--- config.mk ---
export PLATFORM = sky130hd
export DESIGN_NAME = gbuff_stream_reader_flat
export DESIGN_NICKNAME = d
export VERILOG_FILES = /design/src/rtl/gbuff_pkg.sv /design/src/rtl/gbuff_stream_reader_if.sv /design/src/rtl/gbuff_skid_fifo2.sv /design/src/rtl/gbuff_stream_reader.sv /design/src/flat_wrapper.sv
export SDC_FILE = /design/constraint.sdc
export NUM_CORES = 1
export LEC_CHECK = 0
export BUFFER_PORTS_ARGS = -buffer_cell sky130_fd_sc_hd__buf_2
export CAP_MARGIN = 20
export CELL_PAD_IN_SITES_DETAIL_PLACEMENT = 1
export CELL_PAD_IN_SITES_GLOBAL_PLACEMENT = 2
export CORE_MARGIN = 1
export CORE_UTILIZATION = 40
export DETAILED_ROUTE_END_ITERATION = 8
export MAX_ROUTING_LAYER = met4
export PLACE_DENSITY_LB_ADDON = 0.1
export SLEW_MARGIN = 20
export SYNTH_ARGS = -nofsm -noshare
export SYNTH_HDL_FRONTEND = slang
export SYNTH_SLANG_ARGS = --single-unit
--- constraint.sdc ---
create_clock -name clk_i -period 4.3 [get_ports clk_i]
set_clock_uncertainty 0.05 [all_clocks]
set_input_delay 0 -clock clk_i [delete_from_list [all_inputs] [get_ports clk_i]]
set_output_delay 0 -clock clk_i [all_outputs]
set_load 0.02 [all_outputs]
--- src/rtl/gbuff_pkg.sv ---
// Shared types for the global-buffer stream blocks (reader and writer).
package gbuff_pkg;

   typedef enum logic [1:0] {
      GSR_IDLE,
      GSR_RUN,
      GSR_DRAIN,
      GSR_DONE
   } gsr_state_e;

   localparam int GSR_FIFO_DEPTH = 2;

endpackage

--- src/rtl/gbuff_stream_reader_if.sv ---
// Valid/ready word stream with a last-beat marker.
interface gbuff_stream_reader_if #(
   parameter int DATA_BITS = 8
) ();

   logic                 valid;
   logic                 ready;
   logic [DATA_BITS-1:0] data;
   logic                 last;

   modport master (output valid, output data, output last, input ready);
   modport slave  (input valid, input data, input last, output ready);

endinterface

--- src/rtl/gbuff_skid_fifo2.sv ---
// Two-entry synchronous FIFO absorbing the buffer read latency under backpressure.
module gbuff_skid_fifo2
   import gbuff_pkg::*;
#(
   parameter int DATA_BITS = 8
) (
   input  logic                 clk_i,
   input  logic                 rst_i,
   input  logic                 push_i,
   input  logic                 pop_i,
   input  logic [DATA_BITS-1:0] data_i,
   output logic [DATA_BITS-1:0] head_o,
   output logic                 full_o,
   output logic                 empty_o
);

   logic [DATA_BITS-1:0] r_mem [GSR_FIFO_DEPTH];
   logic                 r_wptr;
   logic                 r_rptr;
   logic [1:0]           r_count;
   logic                 w_do_push;
   logic                 w_do_pop;

   assign full_o    = (r_count == 2'(GSR_FIFO_DEPTH));
   assign empty_o   = (r_count == 2'd0);
   assign head_o    = r_mem[r_rptr];
   assign w_do_pop  = pop_i & ~empty_o;
   // A full FIFO may still accept a push when the head leaves on the same edge.
   assign w_do_push = push_i & (~full_o | w_do_pop);

   always_ff @(posedge clk_i or posedge rst_i) begin
      if (rst_i) begin
         r_mem[0] <= '0;
         r_mem[1] <= '0;
         r_wptr   <= 1'b0;
         r_rptr   <= 1'b0;
         r_count  <= 2'd0;
      end else begin
         if (w_do_push) begin
            r_mem[r_wptr] <= data_i;
            r_wptr        <= ~r_wptr;
         end
         if (w_do_pop) begin
            r_rptr <= ~r_rptr;
         end
         if (w_do_push && !w_do_pop) begin
            r_count <= r_count + 2'd1;
         end else if (w_do_pop && !w_do_push) begin
            r_count <= r_count - 2'd1;
         end
      end
   end

endmodule

--- src/rtl/gbuff_stream_reader.sv ---
// Streams a contiguous tile from the global buffer read port onto a valid/ready stream.
module gbuff_stream_reader
   import gbuff_pkg::*;
#(
   parameter int ADDR_BITS = 8,
   parameter int DATA_BITS = 8,
   parameter int LEN_BITS  = ADDR_BITS + 1
) (
   input  logic                 clk_i,
   input  logic                 rst_i,
   input  logic                 start_i,
   input  logic [ADDR_BITS-1:0] base_i,
   input  logic [LEN_BITS-1:0]  len_i,
   output logic                 busy_o,
   output logic                 done_o,
   output logic                 gb_wr_en_o,
   output logic [ADDR_BITS-1:0] gb_index_o,
   input  logic [DATA_BITS-1:0] gb_data_i,
   gbuff_stream_reader_if.master m_stream
);

   gsr_state_e           r_state;
   gsr_state_e           w_state_next;
   logic [ADDR_BITS-1:0] r_addr;
   logic [ADDR_BITS-1:0] r_index_hold;
   logic [LEN_BITS-1:0]  r_len;
   logic [LEN_BITS-1:0]  r_issued;
   logic [LEN_BITS-1:0]  r_popped;
   logic                 r_inflight;
   logic                 w_accept;
   logic                 w_issue;
   logic                 w_pop;
   logic                 w_credit;
   logic [1:0]           w_occ;
   logic [2:0]           w_pending;
   logic                 w_full;
   logic                 w_empty;
   logic [DATA_BITS-1:0] w_head;

   assign w_accept = (r_state == GSR_IDLE) & start_i;
   assign w_pop    = m_stream.valid & m_stream.ready;

   // Words held or in flight, minus the one leaving now, must leave a free FIFO slot.
   assign w_occ     = {w_full, ~w_full & ~w_empty};
   assign w_pending = {1'b0, w_occ} + {2'b00, r_inflight};
   assign w_credit  = w_pending < (3'(GSR_FIFO_DEPTH) + {2'b00, w_pop});
   assign w_issue   = (r_state == GSR_RUN) & (r_issued != r_len) & w_credit;

   assign gb_wr_en_o = 1'b0;
   assign gb_index_o = w_issue ? r_addr : r_index_hold;
   assign busy_o     = (r_state != GSR_IDLE);
   assign done_o     = (r_state == GSR_DONE);

   assign m_stream.valid = ~w_empty;
   assign m_stream.data  = w_head;
   assign m_stream.last  = ~w_empty & (r_popped == (r_len - LEN_BITS'(1)));

   always_comb begin
      w_state_next = r_state;
      unique case (r_state)
         GSR_IDLE: begin
            if (start_i) begin
               w_state_next = (len_i == '0) ? GSR_DONE : GSR_RUN;
            end
         end
         GSR_RUN: begin
            if (r_issued == r_len) begin
               w_state_next = GSR_DRAIN;
            end
         end
         GSR_DRAIN: begin
            if (w_pop && m_stream.last) begin
               w_state_next = GSR_DONE;
            end
         end
         GSR_DONE: w_state_next = GSR_IDLE;
         default:  w_state_next = GSR_IDLE;
      endcase
   end

   always_ff @(posedge clk_i or posedge rst_i) begin
      if (rst_i) begin
         r_state      <= GSR_IDLE;
         r_addr       <= '0;
         r_index_hold <= '0;
         r_len        <= '0;
         r_issued     <= '0;
         r_popped     <= '0;
         r_inflight   <= 1'b0;
      end else begin
         r_state    <= w_state_next;
         r_inflight <= w_issue;
         if (w_accept) begin
            r_addr   <= base_i;
            r_len    <= len_i;
            r_issued <= '0;
            r_popped <= '0;
         end else begin
            if (w_issue) begin
               r_addr       <= r_addr + ADDR_BITS'(1);
               r_index_hold <= r_addr;
               r_issued     <= r_issued + LEN_BITS'(1);
            end
            if (w_pop) begin
               r_popped <= r_popped + LEN_BITS'(1);
            end
         end
      end
   end

   gbuff_skid_fifo2 #(
      .DATA_BITS(DATA_BITS)
   ) u_fifo (
      .clk_i  (clk_i),
      .rst_i  (rst_i),
      .push_i (r_inflight),
      .pop_i  (w_pop),
      .data_i (gb_data_i),
      .head_o (w_head),
      .full_o (w_full),
      .empty_o(w_empty)
   );

endmodule

--- src/flat_wrapper.sv ---
// flat-port wrapper written by rule: the top's interface ports become plain ports
module gbuff_stream_reader_flat import gbuff_pkg::*;
#(
   parameter int ADDR_BITS = 8,
   parameter int DATA_BITS = 8,
   parameter int LEN_BITS  = ADDR_BITS + 1
)
  (clk_i, rst_i, start_i, base_i, len_i, busy_o, done_o, gb_wr_en_o, gb_index_o, gb_data_i, m_stream_valid, m_stream_data, m_stream_last, m_stream_ready);
  gbuff_stream_reader_if #(.DATA_BITS(DATA_BITS)) m_stream_i ();
  input  logic clk_i;
  input  logic rst_i;
  input  logic start_i;
  input  logic [ADDR_BITS-1:0] base_i;
  input  logic [LEN_BITS-1:0] len_i;
  output logic busy_o;
  output logic done_o;
  output logic gb_wr_en_o;
  output logic [ADDR_BITS-1:0] gb_index_o;
  input  logic [DATA_BITS-1:0] gb_data_i;
  output wire logic [$bits(m_stream_i.valid)-1:0] m_stream_valid;
  output wire logic [$bits(m_stream_i.data)-1:0] m_stream_data;
  output wire logic [$bits(m_stream_i.last)-1:0] m_stream_last;
  input wire logic [$bits(m_stream_i.ready)-1:0] m_stream_ready;
  assign m_stream_valid = m_stream_i.valid;
  assign m_stream_data = m_stream_i.data;
  assign m_stream_last = m_stream_i.last;
  assign m_stream_i.ready = m_stream_ready;
  gbuff_stream_reader #(.ADDR_BITS(ADDR_BITS), .DATA_BITS(DATA_BITS), .LEN_BITS(LEN_BITS)) u_core (.clk_i(clk_i), .rst_i(rst_i), .start_i(start_i), .base_i(base_i), .len_i(len_i), .busy_o(busy_o), .done_o(done_o), .gb_wr_en_o(gb_wr_en_o), .gb_index_o(gb_index_o), .gb_data_i(gb_data_i), .m_stream(m_stream_i));
endmodule
# Word level (Yosys, flattened, before mapping)
# Index checks and enable logic that the tools add are counted.
# word_totals
reg_bits	66
latchBits	0
wordCells	83
romBits	0
mem_bits_rw	0
memories	0
# classes
n_div	0
muxes	20
shift	0
add_sub_neg	8
n_reduce_logical	14
eq_ne	10
mul	0
n_lt_le_gt_ge	4
bitwise	15
# op_table
operator	count
two-way mux 8 bit	7
two-way mux 9 bit	4
adder 9 x 1 -> 9 bit, second input constant	2
equality test 9 bit	2
bitwise mux 16 bit	1
two-way mux 2 bit	6
logical NOT 9 bit	1
inequality test 9 bit	1
subtractor 9 x 1 -> 9 bit, second input constant	1
adder 8 x 1 -> 8 bit, second input constant	1
AND 1 bit	8
demux 8 bit (select 1 bit)	1
case mux 2 bit (4 select lines)	1
nonzero test 2 bit	4
equality test 2 bit, second input constant	3
greater-or-equal comparator 2 bit, second input constant	2
logical AND 1 bit	4
logical NOT 2 bit	2
inequality test 2 bit, second input constant	2
NOT 1 bit	4
NOT 1 -> 2 bit	2
adder 2 x 1 -> 3 bit	1
adder 2 x 1 -> 3 bit, first input constant	1
< comparator 3 bit	1
8 further kinds	9

# Logic depth before layout (Yosys ltp)
# depth
word_depth	10
mapped_depth	9

# Modules after synthesis
# A second synthesis with hierarchy kept.
# unflattened
hier_cells	378
hier_area_um2	3734.8
# modules_own_cells
module	cells_each	area_each_um2	instances
gbuff_stream_reader	317	2834.0	1
gbuff_skid_fifo2	61	900.9	1

# Least setup slack after synthesis
# OpenSTA, ideal clock, no wires.
# synth_path
path_type	register -> register
start	reg u_core.u_fifo.r_count[0]
end	reg u_core.r_index_hold[5]
setup_slack_ns	1.788
synth_period_minus_slack_ns	2.512
stages_incl_launch_ff	9
setup_ns	0.125
arrival_ns	2.338
cell_sequence	dfrtp_1 -> ha_1 -> nand2b_1 -> o21ai_0 -> o211ai_1 -> nor2_1 -> buf_2 -> mux2_2 -> mux2_2
# synth_between
elab_chain_cells	7
elab_cells_between_ends	11
classes_between	add/sub (2); order compare (1); eq/ne (1); mux (1); bitwise (5); reduce/logical (1)
# synth_lines
item	line	rtl
start: declaration	gbuff_skid_fifo2.sv:20	logic [1:0] r_count;
start signal: assignment	gbuff_skid_fifo2.sv:47	r_count <= r_count + 2'd1;
start signal: assignment	gbuff_skid_fifo2.sv:49	r_count <= r_count - 2'd1;
equality test 2 bit or logical NOT 2 bit (tied branches)	gbuff_skid_fifo2.sv:24, gbuff_skid_fifo2.sv:25	
NOT 1 bit, on equally long branches	gbuff_stream_reader.sv:44, gbuff_stream_reader.sv:54	
AND 1 bit, on equally long branches	gbuff_stream_reader.sv:44, gbuff_stream_reader.sv:41	
adder 2 x 1 -> 3 bit, on equally long branches	gbuff_stream_reader.sv:45, gbuff_stream_reader.sv:46	
< comparator 3 bit *	gbuff_stream_reader.sv:46	assign w_credit = w_pending < (3'(GSR_FIFO_DEPTH) + {2'b00, w_pop});
AND 1 bit *	gbuff_stream_reader.sv:47	assign w_issue = (r_state == GSR_RUN) & (r_issued != r_len) & w_credit;
named net u_core.w_issue	gbuff_stream_reader.sv:31	logic w_issue;
two-way mux 8 bit *	--	
named net gb_index_o[5]	flat_wrapper.sv:18	output logic [ADDR_BITS-1:0] gb_index_o;
end signal: assignment	gbuff_stream_reader.sv:101	r_index_hold <= r_addr;
end: declaration	gbuff_stream_reader.sv:25	logic [ADDR_BITS-1:0] r_index_hold;
# The timed path passes the listed nets; every way through them passes the cells marked *.
# A chain may end at the register's enable or synchronous reset.

# Final worst setup path
# layout_path
start	reg u_core.u_fifo.r_count[0]
end	out gb_index_o[0]
# layout_between
elab_chain_cells	7
elab_cells_between_ends	11
classes_between	add/sub (2); order compare (1); eq/ne (1); mux (1); bitwise (5); reduce/logical (1)
# layout_lines
item	line
equality test 2 bit or logical NOT 2 bit (tied branches)	gbuff_skid_fifo2.sv:24, gbuff_skid_fifo2.sv:25
NOT 1 bit, on equally long branches	gbuff_stream_reader.sv:44, gbuff_stream_reader.sv:54
AND 1 bit, on equally long branches	gbuff_stream_reader.sv:44, gbuff_stream_reader.sv:41
adder 2 x 1 -> 3 bit, on equally long branches	gbuff_stream_reader.sv:45, gbuff_stream_reader.sv:46
< comparator 3 bit *	gbuff_stream_reader.sv:46
AND 1 bit *	gbuff_stream_reader.sv:47
two-way mux 8 bit *	--
end: declaration	flat_wrapper.sv:18
# Mark *: on every way between the ends. The rest lies on a longest branch, timed or not.

==> results.json <==
{
  "cts_tree": "yes",
  "area_delta_synth_final_pct": 21.9,
  "place_hpwl_um": 6150,
  "antenna_found_initial": 1,
  "fin_ws_ns": 1.32,
  "h-tree-depth": 3,
  "total_power_mw": 3.12,
  "synth_nets": 397,
  "min_period_ns": 2.98,
  "routed_wl_um": 9050,
  "synth_edf_count": 0,
  "io_pins": 50,
  "critPathCaptureType": "output pin",
  "synthFlopType": "dfrtp_1",
  "p_per_area_nw_per_um2": 698,
  "multi_input_area_sq_um": 1890,
  "clk-insertion-delay-late_ns": 0.35,
  "synth_top_area_cell": "dfrtp_1",
  "final_nets": 470,
  "tightest_slew_ns": 0.807,
  "dpl_cell_area_sq_um": 3990,
  "grt_pass1_wl_um": 15600,
  "syn_area_per_cell_sq_um": 10.3,
  "num_rows": 34,
  "path_max_fanout": 11,
  "hp-class": "in -> reg",
  "dieArea_sq_um": 9550,
  "numCtsBuffers": 9,
  "cts_max_path_buffers": 2,
  "drtIter0Drc": 51,
  "finalSetupViolCount": 0,
  "start_util_pct": 41.6,
  "yosys-top-cells-count": "dfrtp_1, nand2_1, mux2_2",
  "drv_slew": 0,
  "design_area_sq_um": 4470,
  "grt_setup_unrepaired": "false",
  "finalSetupTns_ns": 0,
  "regArea_sq_um": 1650,
  "grt_start_max_net_pins": 47,
  "violations": "design-rule violations",
  "status": "finished, violations left",
  "synth-simple-area-share_pct": 17.7,
  "ys_seq_area_share_pct": 45.1,
  "die_w_um": 97.7,
  "clkTransAtPathRegs_ns": 0.09,
  "post_cts_buffers": 0,
  "ant_nets": 0,
  "synth_compound_area_share_pct": 7.24,
  "crit_path_frequent_cell": "buf_4",
  "cts_root_buf": "clkbuf_8",
  "yosysMostFrequentCell": "dfrtp_1",
  "relSlewSlack_pct": 46.1,
  "crit_chain": "ha_1 > nand2b_1 > o21ai_0 > o211ai_1 > buf_4 > nor2_1 > buf_4 > mux2_2 > buf_2",
  "ir_worst_vdd_mv": 0.345,
  "cts.sink_count": 66,
  "portBuffers": 48,
  "synth-seq-cells": 66,
  "syn_inst": 357,
  "fillers": 1006,
  "syn_area_sq_um": 3660,
  "grt_overflow_total": 0,
  "crit_slowest_cell": "dfrtp_1",
  "layout_worst_path_cycle_share_pct": 69.4,
  "die_h_um": 97.7,
  "grtUsageTotal_pct": 21.6,
  "maxCapViolations": 0,
  "critical_path_arrival_ns": 2.93,
  "worst_setup_path_start_kind": "flip-flop",
  "synth_xor_area_share_pct": 10.0,
  "synth.area.top_cells": "dfrtp_1, mux2_2, xnor2_1, nand2_1, ha_1",
  "vias": 2888,
  "gp_congestion": 0.762,
  "wl_per_cell_um": 16.6,
  "synth_fa_ha_area_share_pct": 3.76,
  "drt-vias-per-instance": 5.30,
  "grt_pass1_vias": 3033,
  "yosysWarnings": 0,
  "yosys.area.top_type_share_pct": 45.1,
  "max_freq_ghz": 0.335,
  "cpPeakStageDelay_ns": 0.47,
  "p_leak_nw": 1.96,
  "first_pass_iters": 6,
  "drive_gt1_share_pct": 26.9,
  "post-route-drc-count": 6,
  "place_ws_ns": 1.33,
  "ys_async_sr_fraction_pct": 100,
  "critPathKind": "reg -> out",
  "cts.repair.resized": 0,
  "required_ns": 4.25,
  "yosys.cell_types.count": 45,
  "finalHoldViolations": 0,
  "synth_top_family_by_area": "simple AND/OR/NAND/NOR gates",
  "design.core.area_sq_um": 8810,
  "synthMuxAreaShare_pct": 12.8
}
==> final timing paths <==
| kind | startpoint | endpoint | slack, ns | depth (start not counted) |
|---|---|---|---|---|
| setup / recovery | u_core.u_fifo.r_count[0] | gb_index_o[0] | 1.32 | 9 |
| hold / removal | m_stream_ready | u_core.u_fifo.r_wptr | 0.10 | 3 |
| setup reg to reg | u_core.u_fifo.r_count[0] | u_core.r_index_hold[0] | 1.44 | 9 |
| hold reg to reg | u_core.u_fifo.r_wptr | u_core.u_fifo.r_wptr | 0.46 | 1 |
| max in group asynchronous | rst_i | u_core.r_issued[2] | 3.11 | 4 |
| min in group asynchronous | rst_i | u_core.r_addr[3] | 0.27 | 3 |
==> per-stage QoR <==
stage | instances | hold WS (ns) | utilization, %
global placement | 500 | 0.155 | 45.3
detailed placement | 500 | 0.160 | 45.3
floorplan | 357 | 0.0554 | -
CTS | 542 | 0.0894 | 50.6
global route | 545 | 0.122 | 50.7
finish | 545 | 0.102 | 50.7
==> critical path: cells and delay by family (launching register included) <==
family,cells,cell delay (ns)
flops,1,0.47
fa+ha+maj,1,0.31
mux,1,0.37
simple gates,2,0.35
buf+inv,3,0.67
compound gates,2,0.43
==> power by group <==
part | leakage (nW) | total, mW | switching, mW | internal [mW]
registers | 0.834 | 1.14 | 0.270 | 0.871
clock network | 0.0962 | 0.545 | 0.273 | 0.272
logic | 1.03 | 1.43 | 0.757 | 0.672
total | 1.96 | 3.12 | 1.30 | 1.82
==> routing by layer <==
metal	global-route usage, %	part of all wire [%]
met3	3.24	3.2
met2	34.2	47
met1	28.6	48
met5	-	0
met4	7.11	1.4
==> state kept, by name (all words and copies together) (netlist names) <==
signal and flops:
u_core.r_inflight 1, u_core.r_addr 8, u_core.r_state 2, u_core.r_index_hold 8
u_core.r_popped 9, u_core.r_issued 9, u_core.u_fifo.r_mem 16, u_core.u_fifo.r_rptr 1
u_core.u_fifo.r_wptr 1, u_core.r_len 9, u_core.u_fifo.r_count 2
==> repair_timing <==
action                     4_1_cts  5_1_grt
hold buffers                    26        0
hold endpoints to repair        78        0
setup endpoints to repair        0        0
==> layout by cell type (no fill, tap or decap), types with 2 or more instances in the layout <==
cell / count
nand4_1: 8
dfrtp_1: 66
nor3b_1: 2
dlygate4sd3_1: 26
o211ai_1: 2
or2_2: 2
nand2b_1: 9
clkbuf_8: 9
clkinv_2: 2
nor4_1: 8
diode_2: 2
and2_1: 2
xor2_1: 12
or4_4: 2
nand3_1: 6
nand2_1: 47
or3_1: 3
o21ai_0: 18
mux2i_1: 2
and3_1: 2
ha_1: 11
inv_6: 2
nor3_1: 6
buf_4: 5
nor2_1: 22
a211oi_1: 2
clkinvlp_4: 2
xnor2_1: 30
or4_1: 2
nor4b_1: 6
mux2_2: 40
inv_1: 10
a21oi_1: 5
buf_2: 48
==> logic make-up (layout without fill, tap and decap cells) <==
family,Yosys count,in the layout
xor gates and xnor gates,42,42
adders and majority gates,11,11
muxes,42,42
AOI/OAI and AO/OA,39,39
and+or+nand+nor,128,128
DFF,66,66
buffers and inverters,28,106
other,1,3
==> layout make-up <==
class | instances | share of cell area [%]
antenna | 2 | 0.112
clock buffer | 9 | 2.77
clock inverter | 7 | 1.71
inverter | 11 | 0.953
multi-input combinational | 263 | 42.4
sequential | 66 | 37.0
tap | 108 | 3.03
timing repair buffer | 79 | 12.0
(Power assumes the default switching activity.)
